## src/rtl/intc_vec.sv

```systemverilog
// Vectored interrupt requester: edge-captures four done lines and serves them by priority.
// Optional per-source masking via INTC_MASK_EN (adds the int_mask port).
module intc_vec #(
   parameter logic [31:0] VEC_BASE  = 32'h0000_0100,
   parameter int unsigned VEC_SHIFT = 4
) (
   input  logic        clk,
   input  logic        reset,
   input  logic        done1,
   input  logic        done2,
   input  logic        done3,
   input  logic        done4,
   input  logic        int_ack,
`ifdef INTC_MASK_EN
   input  logic [3:0]  int_mask,
`endif
   output logic        interrupt,
   output logic [31:0] int_addr,
   output logic [1:0]  int_id,
   output logic [3:0]  pending,
   output logic        busy
);

   typedef enum logic [1:0] {
      IDLE = 2'd0,
      REQ  = 2'd1,
      GAP  = 2'd2
   } state_t;

   state_t      state_q, state_d;
   logic [3:0]  done_q;
   logic [3:0]  pend_q, pend_d;
   logic [1:0]  id_q, id_d;
   logic [31:0] addr_q, addr_d;
   logic        irq_q, irq_d;

   logic [3:0]  done_v;
   logic [3:0]  rise;
   logic [3:0]  mask;
   logic [3:0]  elig;
   logic [3:0]  clr;
   logic [1:0]  pick;

   assign done_v = {done4, done3, done2, done1};
   assign rise   = done_v & ~done_q;

`ifdef INTC_MASK_EN
   assign mask = int_mask;
`else
   assign mask = 4'b1111;
`endif

   assign elig = pend_q & mask;

   // Lowest index wins: scan from the bottom priority upward.
   always_comb begin
      pick = 2'd0;
      for (int i = 3; i >= 0; i--) begin
         if (elig[i]) pick = 2'(i);
      end
   end

   always_comb begin
      state_d = state_q;
      id_d    = id_q;
      addr_d  = addr_q;
      irq_d   = irq_q;
      clr     = 4'b0000;
      unique case (state_q)
         IDLE: begin
            if (|elig) begin
               state_d = REQ;
               id_d    = pick;
               addr_d  = VEC_BASE + (32'(pick) << VEC_SHIFT);
               irq_d   = 1'b1;
            end
         end
         REQ: begin
            if (int_ack) begin
               state_d = GAP;
               clr     = 4'b0001 << id_q;
               addr_d  = 32'h0;
               irq_d   = 1'b0;
            end
         end
         GAP: begin
            if (!int_ack) state_d = IDLE;
         end
         default: begin
            state_d = IDLE;
            addr_d  = 32'h0;
            irq_d   = 1'b0;
         end
      endcase
   end

   // A rise in the same cycle as its ack-clear keeps the bit set.
   assign pend_d = (pend_q & ~clr) | rise;

   always_ff @(posedge clk) begin
      if (!reset) begin
         state_q <= IDLE;
         done_q  <= 4'b1111;
         pend_q  <= 4'b0000;
         id_q    <= 2'd0;
         addr_q  <= 32'h0;
         irq_q   <= 1'b0;
      end else begin
         state_q <= state_d;
         done_q  <= done_v;
         pend_q  <= pend_d;
         id_q    <= id_d;
         addr_q  <= addr_d;
         irq_q   <= irq_d;
      end
   end

   assign interrupt = irq_q;
   assign int_addr  = addr_q;
   assign int_id    = (state_q == IDLE) ? 2'b00 : id_q;
   assign pending   = pend_q;
   assign busy      = (state_q != IDLE);

endmodule

```

## config.mk

```make
export PLATFORM = sky130hd
export DESIGN_NAME = intc_vec
export DESIGN_NICKNAME = d
export VERILOG_FILES = /design/src/rtl/intc_vec.sv
export SDC_FILE = /design/constraint.sdc
export NUM_CORES = 1
export LEC_CHECK = 0
export CAP_MARGIN = 30
export CORE_MARGIN = 3
export CORE_UTILIZATION = 40
export CTS_CLUSTER_DIAMETER = 80
export DETAILED_ROUTE_END_ITERATION = 8
export GPL_TIMING_DRIVEN = 0
export PLACE_DENSITY = 0.83
export SKIP_LAST_GASP = 1
export SLEW_MARGIN = 20
export SYNTH_ARGS = -nofsm -noshare
export SYNTH_HDL_FRONTEND = slang
export SYNTH_SLANG_ARGS = --single-unit
export TNS_END_PERCENT = 10
```

## constraint.sdc

```tcl
create_clock -name clk -period 2.6 [get_ports clk]
set_clock_uncertainty 0.2 [all_clocks]
set_input_delay 0.52 -clock clk [delete_from_list [all_inputs] [get_ports clk]]
set_output_delay 0.52 -clock clk [all_outputs]
set_load 0.005 [all_outputs]
```

==> Word level (Yosys, flattened, before mapping) <==
Index checks and enable logic that the tools add are counted.
{ "op_classes": {"add_sub_neg": 1, "multipliers": 0, "div": 0, "n_lt_le_gt_ge": 0, "eq_ne": 5, "n_shift": 1, "n_mux": 17, "bitwise": 6, "n_reduce_logical": 6} }
{ "op_table": {"columns": ["op", "count"], "rows": [
  ["$pmux 32 s3", 1],
  ["$mux 32", 2],
  ["$mux 2", 8],
  ["$add 9x6->10 const A", 1],
  ["$and 4x4->4", 2],
  ["$mux 4", 2],
  ["$not 4->4", 2],
  ["$ne 2x2->1 const B", 3],
  ["$pmux 2 s3", 1],
  ["$reduce_and 3->1", 2],
  ["$or 4x4->4", 1],
  ["$reduce_or 4->1", 1],
  ["$shl 1x2->4 const A", 1],
  ["$pmux 1 s3", 1],
  ["$eq 2x1->1 const B", 1],
  ["$eq 2x2->1 const B", 1],
  ["$logic_not 2->1", 1],
  ["$mux 1", 2],
  ["$reduce_and 2->1", 1],
  ["$reduce_bool 2->1", 1],
  ["$not 1->1", 1]
]} }
{ "word_totals": {"regBits": 45, "latchBits": 0, "mem_bits_rw": 0, "romBits": 0, "input_bits": 7, "output_inout_bits": 40, "elab_cells": 42, "n_memories": 0} }

==> Longest topological paths before layout <==
Gate-level depths: netlist of run 1.
{ "depth": {"depth_word": 7, "mapped_depth": 5, "mapped_depth_nobuf": 4} }

==> Least setup slack after synthesis of run 1 <==
Ideal clock, no wire load.
{ "synth_path": {"path_type": "reg2out", "startpoint": "reg state_q[0]", "endpoint": "out int_id[0]", "arrival_time_ns": 0.806, "setup_slack_ns": 1.074, "path_stages_with_launch": 5, "path_cell_list": "dfxtp_1 -> buf_2 -> nor2_4 -> inv_1 -> and2_1"} }
{ "synth_via": {"elab_chain_cells": 2} }
{ "synth_lines": {"columns": ["item", "line", "source"], "rows": [
  ["start, declared", "30", "state_t state_q, state_d;"],
  ["start signal, assigned", "109", "state_q <= state_d;"],
  ["$logic_not 2->1", "120", "assign int_id = (state_q == IDLE) ? 2'b00 : id_q;"],
  ["$mux 2", "120", null],
  ["end, declared", "19", "output logic [1:0] int_id,"]
]} }
No other way between the ends.

==> Final worst setup path of run 1 <==
Ends and elaborated chain as after synthesis.

==> results.json, run 1 <==
{
  "rr_worst_depth": 3,
  "fp.dieH_um": 52.0,
  "ctsResizeCount": 0,
  "root_buffer": "clkbuf_4",
  "critical_path_class": "flop to output port",
  "wl_um": 1550,
  "drv_slew": 0,
  "cts_max_level": 1,
  "grt_use_met2_pct": 18.8,
  "cellPowerDensity_nw_per_um2": 469,
  "drt-wirelength-per-cell_um": 8.87,
  "die_w_um": 52.0,
  "insertion_delay_ns": 0.29,
  "ir_drop_uv": 341,
  "status": "finished clean",
  "grt_pass1_wl_um": 2390,
  "vias_per_cell": 4.11,
  "io_buffers": 17,
  "boundaryPins": 47,
  "placed_cell_area_um2": 1150,
  "grt_max_degree": 10,
  "fmax_mhz": 428,
  "start_kind": "flop",
  "synthToLayoutAreaGrowth_pct": 39.8,
  "use_met3_pct": 2.87,
  "cts_tree": "yes",
  "fin_cells": 175,
  "cellLeakagePower_nw": 0.582,
  "grt_remaining_overflow": 0,
  "period_needed_ns": 2.34,
  "final_area_um2": 1180,
  "crit_family": "buffers and inverters",
  "ys_types": 25,
  "hp-class": "flop to flop",
  "die_area_um2": 2700,
  "multi_input_area_um2": 397,
  "drc": 0,
  "clk_path_buf_depth": 2,
  "report.final.setup_viol": 0,
  "antenna_found_initial": 0,
  "cts.sinks": 15,
  "rows": 16,
  "slowest_stage": "clkdlybuf4s50_1",
  "n_antenna_cell": 0,
  "initial_core_util_pct": 42.7,
  "arrival_ns": 1.62,
  "grtUsageMet1_pct": 13.9,
  "drtAntennaViolNets": 0,
  "nets": 156,
  "finalSetupTns_ns": 0,
  "fill_cells": 200,
  "grt_pass1_vias": 592,
  "layout.area.seq_um2": 300,
  "netlist_area_um2": 846,
  "required_ns": 1.88,
  "crit_chain": "buf_2 -> nor2_4 -> inv_1 -> and2_1 -> clkdlybuf4s50_1",
  "drive_above_1_share_pct": 27.0,
  "synth_seq_area_share_pct": 35.5,
  "synth_seq_cells": 15,
  "cp_num_cells": 5,
  "rsz0062_at_grt": "false",
  "core_area_um2": 1980,
  "dpl.cell_count": 171,
  "worstSetupEndpoint": "int_id[0]",
  "slowest_delay_ns": 0.43,
  "synth_cells": 99,
  "yosys_warnings": 0,
  "final_util_pct": 59.7,
  "critPathBufInv": 3,
  "grt.busiest_layer": "met2",
  "cap_violations": 0,
  "finalCritPeriodShare_pct": 89.9,
  "place_congestion": 0.787,
  "cp-end-kind": "output port",
  "syn_area_per_cell_um2": 8.54,
  "dr.first_iter.drc_count": 5,
  "regToRegEndpoint": "int_addr[8]",
  "holdWs_ns": 0.277,
  "reg2reg_setup_slack_ns": 1.11,
  "cp_max_fo": 9,
  "cts-buffers-inserted": 3,
  "hpwl_um": 1270,
  "hold_viol_final": 0,
  "ctsHoldBuffers": 0,
  "first_pass_iters": 4,
  "post-cts-setup-buffers": 0,
  "vias": 719,
  "startpoint": "state_q[0]",
  "path_clk_slew_ns": 0.09,
  "r2r-start": "pending[0]",
  "grt_use_total_pct": 11.8
}
cells in the final DEF, fill, tap and decap left out, drive strengths merged, types with 2 or more instances in the layout:
cell	n
a21oi	5
a31o	2
a31oi	3
buf	32
clkbuf	3
clkdlybuf4s50	17
conb	29
dfxtp	15
inv	5
nand2b	7
nor2	6
nor2b	3
nor4	2
o21ai	7
cell usage after synthesis:
cell       instances  share of area, %
a2111oi_0          1               1.0
a211o_1            1               1.0
a21oi_1            5               3.0
a22oi_1            1              0.89
a31o_2             2               2.1
a31oi_1            3               2.2
and2_1             1              0.74
and3_1             1              0.74
and3b_1            1               1.0
buf_2              2               1.2
buf_4             30                27
conb_1             1              0.44
dfxtp_1           15                36
inv_1              5               2.2
nand2b_1           7               5.2
nand3_1            1              0.59
nor2_1             5               2.2
nor2_4             1               1.3
nor2b_1            3               2.2
nor3b_1            1              0.89
nor4_1             2               1.5
o21ai_0            7               4.1
o31ai_1            1              0.89
or4_4              1               1.3
xor2_1             1               1.0
kinds of logic after synthesis:
group,after synthesis,synth area share (%)
buffers and inverters,37,30.0
AOI/OAI and AO/OA,21,15.2
DFF,15,35.5
and+or+nand+nor,24,17.8
other,1,0.443
xor gates and xnor gates,1,1.04
registers in the layout, summed over array words and instances (netlist names):
signal,count
pending,4
int_addr,3
done_q,4
state_q,2
id_q,2
stage by stage:
stage	worst slack [ns]	total power [mW]
2_1_floorplan	1.07	0.369
3_3_place_gp	0.594	0.420
3_5_place_dp	0.560	0.424
4_1_cts	0.249	0.560
5_1_grt	0.173	0.593
6_report	0.263	0.555
metal layers:
metal,routed length (um),share of wire [%]
met5,0,0
met4,38,2.4
met3,153,9.9
met2,706,45
met1,653,42
power breakdown:
part	leakage (nW)	internal (mW)	switching [mW]
clock	0.0177	0.0572	0.0774
sequential	0.124	0.248	0.0136
combinational	0.441	0.0934	0.0652
cell type report:
class	instances	area share, %
clock buffers	3	1.90
clock inverters	1	0.423
well taps	27	2.86
flip-flops and latches	15	25.4
multi-input cells	75	33.5
plain buffers	32	19.9
repair buffers	17	14.4
inverters	5	1.59
worst min-delay path by stage:
stage	end	start	cells past startpoint	slack (ns)
floorplan	pending[2]	id_q[1]	1	0.25
global placement	int_addr[5]	int_addr[5]	2	0.26
detailed placement	int_addr[5]	int_addr[5]	2	0.28
CTS	int_addr[5]	int_addr[5]	2	0.29
global route	int_addr[5]	int_addr[5]	2	0.32
finish	int_addr[5]	int_addr[5]	2	0.28
tightest hold or removal path, stage by stage (launching register included):
cell and delay, ns:
dfxtp_1 0.32, o31ai_1 0.06, a21oi_1 0.06
(Power assumes the default switching activity.)
==> inputs of run 2 (changes only) <==
--- a/config.mk
+++ b/config.mk
@@ -6,12 +6,14 @@
 export NUM_CORES = 1
 export LEC_CHECK = 0
 export CAP_MARGIN = 30
+export CELL_PAD_IN_SITES_DETAIL_PLACEMENT = 2
+export CELL_PAD_IN_SITES_GLOBAL_PLACEMENT = 2
 export CORE_MARGIN = 3
-export CORE_UTILIZATION = 40
+export CORE_UTILIZATION = 21
 export CTS_CLUSTER_DIAMETER = 80
 export DETAILED_ROUTE_END_ITERATION = 8
 export GPL_TIMING_DRIVEN = 0
-export PLACE_DENSITY = 0.83
+export PLACE_DENSITY_LB_ADDON = 0.1
 export SKIP_LAST_GASP = 1
 export SLEW_MARGIN = 20
 export SYNTH_ARGS = -nofsm -noshare
==> constraint.sdc (replaced) <==
create_clock -name clk -period 2.7 [get_ports clk]
set_clock_uncertainty 0.2 [all_clocks]
set_input_delay 0.54 -clock clk [delete_from_list [all_inputs] [get_ports clk]]
set_output_delay 0.54 -clock clk [all_outputs]
set_load 0.005 [all_outputs]
==> run 2 against run 1 <==
Sequential power fell by 3%. Non-clock buffer count did not move. Highest routed layer unchanged. Worst setup slack improved by 0.11 ns. Flip-flop and latch count stayed put. Wire length grew 42%. Critical endpoint unchanged.
==> results.json, run 2 (synthesized netlist as in run 1, its figures left out) <==
{
  "grt_pass1_wl_um": 3770,
  "status": "finished clean",
  "hp-class": "flop to flop",
  "rows": 22,
  "drt-wirelength-per-cell_um": 11.3,
  "die_area_um2": 4830,
  "fp.dieH_um": 69.5,
  "wl_um": 2210,
  "final_area_um2": 1230,
  "synthToLayoutAreaGrowth_pct": 45.1,
  "setup_slack_ns": 0.375,
  "place_congestion": 0.719,
  "n_antenna_cell": 0,
  "final_cell_mix": "30 x buf_4, 29 x conb_1, 17 x clkdlybuf4s50_1",
  "die_w_um": 69.5,
  "ctsHoldBuffers": 0,
  "boundaryPins": 47,
  "drv_slew": 0,
  "io_buffers": 17,
  "grt_remaining_overflow": 0,
  "cellLeakagePower_nw": 0.590,
  "cp_max_fo": 9,
  "finalSetupTns_ns": 0,
  "finalCritPeriodShare_pct": 86.1,
  "drtAntennaViolNets": 0,
  "dr.first_iter.drc_count": 21,
  "hold_viol_final": 0,
  "cts_max_level": 1,
  "first_pass_iters": 4,
  "ir_drop_uv": 198,
  "rsz0062_at_grt": "false",
  "layout.cells.most_common": "buf_4",
  "nets": 156,
  "vias": 753,
  "grt_use_total_pct": 9.47,
  "required_ns": 1.96,
  "vias_per_cell": 3.84,
  "fmax_mhz": 430,
  "ctsResizeCount": 0,
  "period_needed_ns": 2.32,
  "drive_above_1_share_pct": 27.0,
  "post-cts-setup-buffers": 0,
  "cp-end-kind": "output port",
  "holdWs_ns": 0.275,
  "arrival_ns": 1.58,
  "path_clk_slew_ns": 0.06,
  "placed_cell_area_um2": 1180,
  "grt_pass1_vias": 794,
  "cts_tree": "yes",
  "grt_max_degree": 10,
  "critical_path_class": "flop to output port",
  "cellPowerDensity_nw_per_um2": 485,
  "startpoint": "state_q[0]",
  "dp_worst_setup_slack_ns": 0.464,
  "initial_core_util_pct": 22.4,
  "max_slew.worst_pin.slew_ns": 0.495,
  "cts.sinks": 15,
  "start_kind": "flop",
  "cap_violations": 0,
  "maxSlewHeadroom_pct": 66.7,
  "antenna_found_initial": 0,
  "insertion_delay_ns": 0.25,
  "report.final.setup_viol": 0,
  "root_buffer": "clkbuf_8",
  "hp-start": "int_addr[5]",
  "clk_path_buf_depth": 2,
  "reg2reg_setup_slack_ns": 1.19,
  "r2r-start": "state_q[0]",
  "core_area_um2": 3770,
  "drc": 0,
  "cts-buffers-inserted": 3,
  "hpwl_um": 1760
}
==> run 2: cell types whose count changed in the layout (fill, tap and decap cells not counted) <==
cell and change:
clkbuf_4 -3, clkbuf_8 +3
==> run 2: cell type report <==
cell class                 count  area, um2
buffer                        32        235
clock buffer                   3       41.3
clock inverter                 1       5.00
fill                         450       2540
inverter                       5       18.8
multi-input combinational     75        397
sequential                    15        300
tap                           48       60.1
timing repair buffer          17        170
==> run 2: final timing paths <==
path / to / cells after the start
max: int_id[0] / 5
min: int_addr[5] / 2
max reg2reg: int_addr[5] / 4
min reg2reg: int_addr[5] / 2
==> run 2: power by group <==
group | internal, mW | total [mW] | switching [mW] | leakage, nW
registers | 0.239 | 0.254 | 0.0145 | 0.124
logic | 0.0900 | 0.158 | 0.0676 | 0.441
clock network | 0.102 | 0.184 | 0.0816 | 0.0255
total | 0.431 | 0.595 | 0.164 | 0.590
==> run 2: per-stage QoR <==
stage | std cells | utilization, % | power, mW
2_1_floorplan | 127 | - | 0.355
3_3_place_gp | 192 | 31.3 | 0.410
3_5_place_dp | 192 | 31.3 | 0.415
4_1_cts | 196 | 32.5 | 0.601
5_1_grt | 196 | 32.5 | 0.635
6_report | 196 | 32.5 | 0.595
==> run 2: critical path, cell delays in order, from the launching register on <==
cell,delay (ns)
dfxtp_1,0.29
buf_2,0.17
nor2_4,0.17
inv_1,0.10
and2_1,0.16
clkdlybuf4s50_1,0.44
==> run 2: routing by layer <==
layer | wire (um) | global-route usage, % | vias to the layer above
li1 | - | - | 369
met2 | 1120 | 17.3 | 30
met3 | 150 | 3.04 | 2
met1 | 921 | 10.7 | 352
met5 | 0 | 0 | -
met4 | 21 | 1.95 | 0
